**config.mk**
```make
export PLATFORM = sky130hd
export DESIGN_NAME = pcs_sync_ctrl_flat
export DESIGN_NICKNAME = d
export VERILOG_FILES = /design/src/rtl/pcs_sync_ctrl_pkg.sv /design/src/rtl/pcs_sync_ctrl_if.sv /design/src/rtl/pcs_sync_ctrl_timer.sv /design/src/rtl/pcs_sync_ctrl.sv /design/src/flat_wrapper.sv
export SDC_FILE = /design/constraint.sdc
export NUM_CORES = 1
export LEC_CHECK = 0
export ABC_AREA = 1
export CAP_MARGIN = 20
export CORE_MARGIN = 4
export CORE_UTILIZATION = 43
export DETAILED_ROUTE_END_ITERATION = 7
export DONT_BUFFER_PORTS = 1
export PLACE_DENSITY = 0.6
export SLEW_MARGIN = 40
export SYNTH_ARGS = -nofsm -noshare
export SYNTH_HDL_FRONTEND = slang
export SYNTH_SLANG_ARGS = --single-unit
```
**constraint.sdc**
```tcl
create_clock -name Clk -period 2.7 [get_ports Clk]
set_input_delay 0.81 -clock Clk [delete_from_list [all_inputs] [get_ports Clk]]
set_output_delay 0.81 -clock Clk [all_outputs]
set_load 0.005 [all_outputs]
```
**src/rtl/pcs_sync_ctrl_pkg.sv**
```systemverilog
// Shared state encoding, default timing constants and sizing helper for the
// PCS sync bring-up controller.
package pcs_ctrl_pkg;

  localparam int unsigned STATE_W = 3;

  typedef enum logic [STATE_W-1:0] {
    OFF        = 3'd0,
    RST_HOLD   = 3'd1,
    WAIT_SYNC  = 3'd2,
    LINK_CHECK = 3'd3,
    LINK_UP    = 3'd4
  } state_e;

  localparam int unsigned DEF_RESET_CYCLES = 4;
  localparam int unsigned DEF_SYNC_TIMEOUT = 16;
  localparam int unsigned DEF_LINK_TIMER   = 8;
  localparam int unsigned DEF_CNT_W        = 4;

  function automatic int unsigned max3(input int unsigned a, b, c);
    int unsigned m;
    m = (a > b) ? a : b;
    return (m > c) ? m : c;
  endfunction

endpackage

```
**src/rtl/pcs_sync_ctrl_if.sv**
```systemverilog
// Board/management-side and sync-block-side signals of the bring-up controller.
interface pcs_sync_ctrl_if #(
  parameter int unsigned CNT_W = 4
);
  logic             power_good;
  logic             code_sync_status;
  logic             power_on;
  logic             sync_reset;
  logic             pudi_enable;
  logic             link_ok;
  logic [2:0]       state;
  logic [CNT_W-1:0] resync_count;
  logic             timeout;

  modport master (
    input  power_good, code_sync_status,
    output power_on, sync_reset, pudi_enable, link_ok, state, resync_count, timeout
  );

  modport slave (
    output power_good, code_sync_status,
    input  power_on, sync_reset, pudi_enable, link_ok, state, resync_count, timeout
  );
endinterface

```
**src/rtl/pcs_sync_ctrl_timer.sv**
```systemverilog
// Shared dwell counter: clear has priority over enable; done flags the last
// cycle before the current state's limit is reached.
module pcs_timer #(
  parameter int unsigned W = 5
) (
  input  logic         Clk,
  input  logic         rst,
  input  logic         clr,
  input  logic         en,
  input  logic [W-1:0] last,
  output logic         done
);

  logic [W-1:0] count_q, count_d;

  always_comb begin
    count_d = count_q;
    if (clr)     count_d = '0;
    else if (en) count_d = count_q + 1'b1;
  end

  always_ff @(posedge Clk) begin
    if (rst) count_q <= '0;
    else     count_q <= count_d;
  end

  assign done = (count_q == last);

endmodule

```
**src/rtl/pcs_sync_ctrl.sv**
```systemverilog
// Bring-up FSM for the PCS sync block: power sequencing, reset hold, sync
// timeout with saturating retry count, and link qualification.
module pcs_sync_ctrl
  import pcs_ctrl_pkg::*;
#(
  parameter int unsigned RESET_CYCLES = DEF_RESET_CYCLES,
  parameter int unsigned SYNC_TIMEOUT = DEF_SYNC_TIMEOUT,
  parameter int unsigned LINK_TIMER   = DEF_LINK_TIMER,
  parameter int unsigned CNT_W        = DEF_CNT_W
) (
  input  logic            Clk,
  input  logic            mr_main_reset,
  pcs_sync_ctrl_if.master bus
);

  localparam int unsigned TMR_W = $clog2(max3(RESET_CYCLES, SYNC_TIMEOUT, LINK_TIMER) + 1);

  localparam logic [TMR_W-1:0] RST_LAST  = TMR_W'(RESET_CYCLES - 1);
  localparam logic [TMR_W-1:0] SYNC_LAST = TMR_W'(SYNC_TIMEOUT - 1);
  localparam logic [TMR_W-1:0] LINK_LAST = TMR_W'(LINK_TIMER - 1);

  state_e           state_q, state_d;
  logic [CNT_W-1:0] resync_count_q, resync_count_d;
  logic             timeout_q, timeout_d;

  logic             tmr_clr, tmr_en, tmr_done;
  logic [TMR_W-1:0] tmr_last;

  pcs_timer #(.W(TMR_W)) u_timer (
    .Clk  (Clk),
    .rst  (mr_main_reset),
    .clr  (tmr_clr),
    .en   (tmr_en),
    .last (tmr_last),
    .done (tmr_done)
  );

  always_comb begin
    state_d        = state_q;
    resync_count_d = resync_count_q;
    timeout_d      = 1'b0;
    tmr_clr        = 1'b0;
    tmr_en         = 1'b0;
    tmr_last       = '0;

    // Losing power drops us to OFF from anywhere; retry history survives.
    if (!bus.power_good && state_q != OFF) begin
      state_d = OFF;
      tmr_clr = 1'b1;
    end else begin
      unique case (state_q)
        OFF: begin
          tmr_clr = 1'b1;
          if (bus.power_good) state_d = RST_HOLD;
        end
        RST_HOLD: begin
          tmr_last = RST_LAST;
          if (tmr_done) begin
            state_d = WAIT_SYNC;
            tmr_clr = 1'b1;
          end else begin
            tmr_en = 1'b1;
          end
        end
        WAIT_SYNC: begin
          tmr_last = SYNC_LAST;
          // Sync arriving on the expiry cycle wins over the timeout.
          if (bus.code_sync_status) begin
            state_d = LINK_CHECK;
            tmr_clr = 1'b1;
          end else if (tmr_done) begin
            state_d   = RST_HOLD;
            tmr_clr   = 1'b1;
            timeout_d = 1'b1;
            if (resync_count_q != {CNT_W{1'b1}}) resync_count_d = resync_count_q + 1'b1;
          end else begin
            tmr_en = 1'b1;
          end
        end
        LINK_CHECK: begin
          tmr_last = LINK_LAST;
          if (!bus.code_sync_status) begin
            state_d = WAIT_SYNC;
            tmr_clr = 1'b1;
          end else if (tmr_done) begin
            state_d = LINK_UP;
            tmr_clr = 1'b1;
          end else begin
            tmr_en = 1'b1;
          end
        end
        LINK_UP: begin
          tmr_clr = 1'b1;
          if (!bus.code_sync_status) state_d = WAIT_SYNC;
        end
        default: begin
          state_d = OFF;
          tmr_clr = 1'b1;
        end
      endcase
    end
  end

  always_ff @(posedge Clk) begin
    if (mr_main_reset) begin
      state_q        <= OFF;
      resync_count_q <= '0;
      timeout_q      <= 1'b0;
    end else begin
      state_q        <= state_d;
      resync_count_q <= resync_count_d;
      timeout_q      <= timeout_d;
    end
  end

  assign bus.power_on     = (state_q != OFF);
  assign bus.sync_reset   = (state_q == OFF) || (state_q == RST_HOLD);
  assign bus.pudi_enable  = (state_q == WAIT_SYNC) || (state_q == LINK_CHECK) || (state_q == LINK_UP);
  assign bus.link_ok      = (state_q == LINK_UP);
  assign bus.state        = state_q;
  assign bus.resync_count = resync_count_q;
  assign bus.timeout      = timeout_q;

endmodule
```
**src/flat_wrapper.sv**
```systemverilog
// flat-port wrapper written by rule: the top's interface ports become plain ports
module pcs_sync_ctrl_flat import pcs_ctrl_pkg::*;
#(
  parameter int unsigned RESET_CYCLES = DEF_RESET_CYCLES,
  parameter int unsigned SYNC_TIMEOUT = DEF_SYNC_TIMEOUT,
  parameter int unsigned LINK_TIMER   = DEF_LINK_TIMER,
  parameter int unsigned CNT_W        = DEF_CNT_W
)
  (Clk, mr_main_reset, bus_power_good, bus_code_sync_status, bus_power_on, bus_sync_reset, bus_pudi_enable, bus_link_ok, bus_state, bus_resync_count, bus_timeout);
  pcs_sync_ctrl_if #(.CNT_W(CNT_W)) bus_i ();
  input  logic Clk;
  input  logic mr_main_reset;
  input wire logic [$bits(bus_i.power_good)-1:0] bus_power_good;
  input wire logic [$bits(bus_i.code_sync_status)-1:0] bus_code_sync_status;
  output wire logic [$bits(bus_i.power_on)-1:0] bus_power_on;
  output wire logic [$bits(bus_i.sync_reset)-1:0] bus_sync_reset;
  output wire logic [$bits(bus_i.pudi_enable)-1:0] bus_pudi_enable;
  output wire logic [$bits(bus_i.link_ok)-1:0] bus_link_ok;
  output wire logic [$bits(bus_i.state)-1:0] bus_state;
  output wire logic [$bits(bus_i.resync_count)-1:0] bus_resync_count;
  output wire logic [$bits(bus_i.timeout)-1:0] bus_timeout;
  assign bus_i.power_good = bus_power_good;
  assign bus_i.code_sync_status = bus_code_sync_status;
  assign bus_power_on = bus_i.power_on;
  assign bus_sync_reset = bus_i.sync_reset;
  assign bus_pudi_enable = bus_i.pudi_enable;
  assign bus_link_ok = bus_i.link_ok;
  assign bus_state = bus_i.state;
  assign bus_resync_count = bus_i.resync_count;
  assign bus_timeout = bus_i.timeout;
  pcs_sync_ctrl #(.RESET_CYCLES(RESET_CYCLES), .SYNC_TIMEOUT(SYNC_TIMEOUT), .LINK_TIMER(LINK_TIMER), .CNT_W(CNT_W)) u_core (.Clk(Clk), .mr_main_reset(mr_main_reset), .bus(bus_i));
endmodule
```
==> key figures <==
Detailed routing
  • DRT Wirelength: 1.81 mm
  • Via/cell ratio: 4.96
  • DR WL/cell: 11.4 um
  • DRT iter0 DRCs: 25
  • Antenna-violating nets left: 0
  • # DRC: 0
  • Routed vias: 784
  • First-pass iteration count of the detailed router: 4

Setup path
  • CP endpoint kind: primary output
  • CP Max Fanout: 7
  • Critical path type: flip-flop to primary output
  • Required time of the critical path: 1.89 ns
  • Crit start category: flip-flop
  • CP Data Arrival Time: 1.16 ns

Synth
  • Sequential area share after synthesis: 30.2%
  • Cells after Synth: 129
  • Compound-Gate Fraction of Synth Area: 9.14%
  • Largest family of logic cells by synthesized area: simple AND/OR/NAND/NOR gates
  • Syn. warnings: 0
  • Simple-gate share of the synthesized area: 41.8%
  • Post-Syn Area: 862 um2
  • Syn avg cell area: 6.68 um2
  • Post-synthesis mux area share: 0%
  • Synthesized-area fraction occupied by xor and xnor cells: 5.08%
  • Post-synth cell types: 20
  • Synthesized flop and latch total: 13
  • Post-Synth Adder-Cell Area: 2.90%
  • Post-Syn Nets: 135

Floorplan
  • Die Span X: 52.8 um
  • Initial core utilization: 47.4%
  • Ports: 16
  • Die extent in y: 52.8 um
  • Core box area: 1820 um2
  • Cell Rows: 15
  • DIE AREA: 2790 um2

Flow run
  • Max cap viols: 0

Finish
  • Finished Core Util: 50.5%
  • Share of layout cells above drive strength 1: 15.8%
  • Filler instances: 191
  • Nets: 140
  • Area growth, synth to finish: 6.68%
  • Diode count: 0
  • Finished Cell Area: 920 um2

Global route
  • Tot GR Track Use: 14.6%
  • Grt met3 use: 6.84%
  • Global-route wire length before repair: 2.94 mm
  • M2 GR Usage: 22.5%
  • Largest net degree at the start of global routing: 8
  • Initial antenna violation count: 0
  • Number of global-route vias before repair: 696
  • Global-route layer with the greatest usage: met2
  • Met1 Usage GRT: 17.7%
  • GRT Residual Overflow: 0

Timing
  • Slew margin rel.: 77.9%
  • Final period util: 72.8%
  • Pins Over Slew Limit: 0
  • Final Hold Fails: 0
  • RSZ-0062 raised after global routing: no
  • Max Fclk: 509 MHz
  • Clk_skew: 0.00742 ns
  • Worst-Margin Slew: 0.332 ns
  • Setup TNS: 0 ns
  • Setup Viol. Count Final: 0
  • Tmin final: 1.97 ns

Clock tree
  • Htree depth: 1
  • Number of post-CTS setup repair buffers: 0
  • Clk buf depth: 2
  • Total CTS buffers: 3
  • CTS tree: done
  • PostCTS Resize Cnt: 0
  • CTS sink cnt: 13
  • Clock-pin slew on the worst setup and hold paths: 0.08 ns
  • Hold Buf Count CTS: 0
  • CTS root buffer: clkbuf_4
  • Clock Latency Late Sink: 0.29 ns

Placed design
  • Area post-placement: 893 um2
  • Post-DP HPWL: 1.42 mm
  • IO buf count: 0
  • Placer Congestion: 0.846

Power
  • Pleak: 0.434 nW
  • Max VDD drop: 0.000513 V
  • Pwr Density: 953 nW/um2

Run status
  • Status: finished, final reports clean

Hold path
  • Hold Path Class: flip-flop to flip-flop
-- layout make-up --
class	instances	area [um2]	share of cell area, %
Clock buffer	4	26.3	2.86
Inverter	25	93.8	10.2
Multi-Input combinational cell	91	508	55.2
Sequential cell	13	260	28.3
Tap cell	25	31.3	3.40
-- Yosys cell counts --
library cell	n	area share (%)
nor3_1	3	1.7
nand2_2	3	2.2
nand3_1	7	4.1
o21ai_0	2	1.2
inv_2	6	2.6
nor2_1	16	7.0
xor2_1	5	5.1
nand3_2	2	2.3
nor2_2	3	2.2
dfxtp_1	13	30
nor2_4	1	1.3
nand2_1	27	12
nand3_4	2	4.1
o21ai_1	6	3.5
o21bai_4	1	2.2
ha_1	2	2.9
a21oi_1	4	2.3
nand4_1	6	4.4
nand3b_1	1	0.87
inv_1	19	8.3
-- kinds of logic (layout without fill, tap and decap cells) --
logic type	after synthesis	count (layout)
adder cells (fa/ha/maj)	2	2
flip-flops	13	13
XOR/XNOR	5	5
AND/OR/NAND/NOR	71	71
AO/OA/AOI/OAI	13	13
buffers and inverters	25	29
-- state kept, by name, indices dropped and copies added (netlist names) --
name                     count
u_core.bus.resync_count      4
u_core.u_timer.count_q       5
u_core.bus.state             3
u_core.bus.timeout           1
-- final timing paths --
check	start	depth (start not counted)	slack (ns)	to
worst max register to register	u_core.bus.state[2]$_SDFFE_PP0P_	10	1.10	u_core.bus.state[2]$_SDFFE_PP0P_
worst min register to register	u_core.u_timer.count_q[4]$_SDFFE_PP0P_	2	0.48	u_core.u_timer.count_q[4]$_SDFFE_PP0P_
worst max-delay path	u_core.bus.state[2]$_SDFFE_PP0P_	2	0.73	bus_pudi_enable
worst min-delay path	u_core.u_timer.count_q[4]$_SDFFE_PP0P_	2	0.48	u_core.u_timer.count_q[4]$_SDFFE_PP0P_
-- power breakdown --
part	internal (W)	switching, W	total [W]	leakage, nW
Clock	0.0000574	0.0000683	0.000126	0.0150
Combinational	0.000155	0.000325	0.000480	0.314
Sequential	0.000222	0.0000487	0.000270	0.105
Total	0.000434	0.000442	0.000876	0.434
-- layout by cell type (no fill, tap or decap) --
| master | n |
|---|---|
| nand3_1 | 7 |
| o21bai_4 | 1 |
| nand2_2 | 3 |
| a21oi_1 | 4 |
| nand4_1 | 6 |
| xor2_1 | 5 |
| nand3_2 | 2 |
| inv_2 | 6 |
| clkbuf_1 | 1 |
| nor3_1 | 3 |
| dfxtp_1 | 13 |
| clkbuf_4 | 3 |
| nand3b_1 | 1 |
| nor2_2 | 3 |
| nand2_1 | 27 |
| nand3_4 | 2 |
| ha_1 | 2 |
| nor2_4 | 1 |
| nor2_1 | 16 |
| inv_1 | 19 |
| o21ai_0 | 2 |
| o21ai_1 | 6 |
-- per-stage QoR --
stage	hold slack (ns)	worst slack [ns]	power, W	std cells
after floorplan	0.441	0.971	0.000674	129
after global placement	0.452	0.887	0.000755	154
after detailed placement	0.462	0.863	0.000754	154
after CTS	0.475	0.738	0.000882	158
after global routing	0.498	0.650	0.000965	158
final	0.479	0.734	0.000876	158
-- metal layers --
| metal | routed length, um | up-vias |
|---|---|---|
| met5 | 0 | - |
| met3 | 152 | 4 |
| met1 | 860 | 343 |
| li1 | - | 415 |
| met2 | 776 | 22 |
| met4 | 20 | 0 |
-- worst max-delay path: stages (launching register included) --
cell	delay, ns
dfxtp_1	0.52
inv_2	0.10
o21ai_0	0.25
Power figures use the tool's default switching activity.
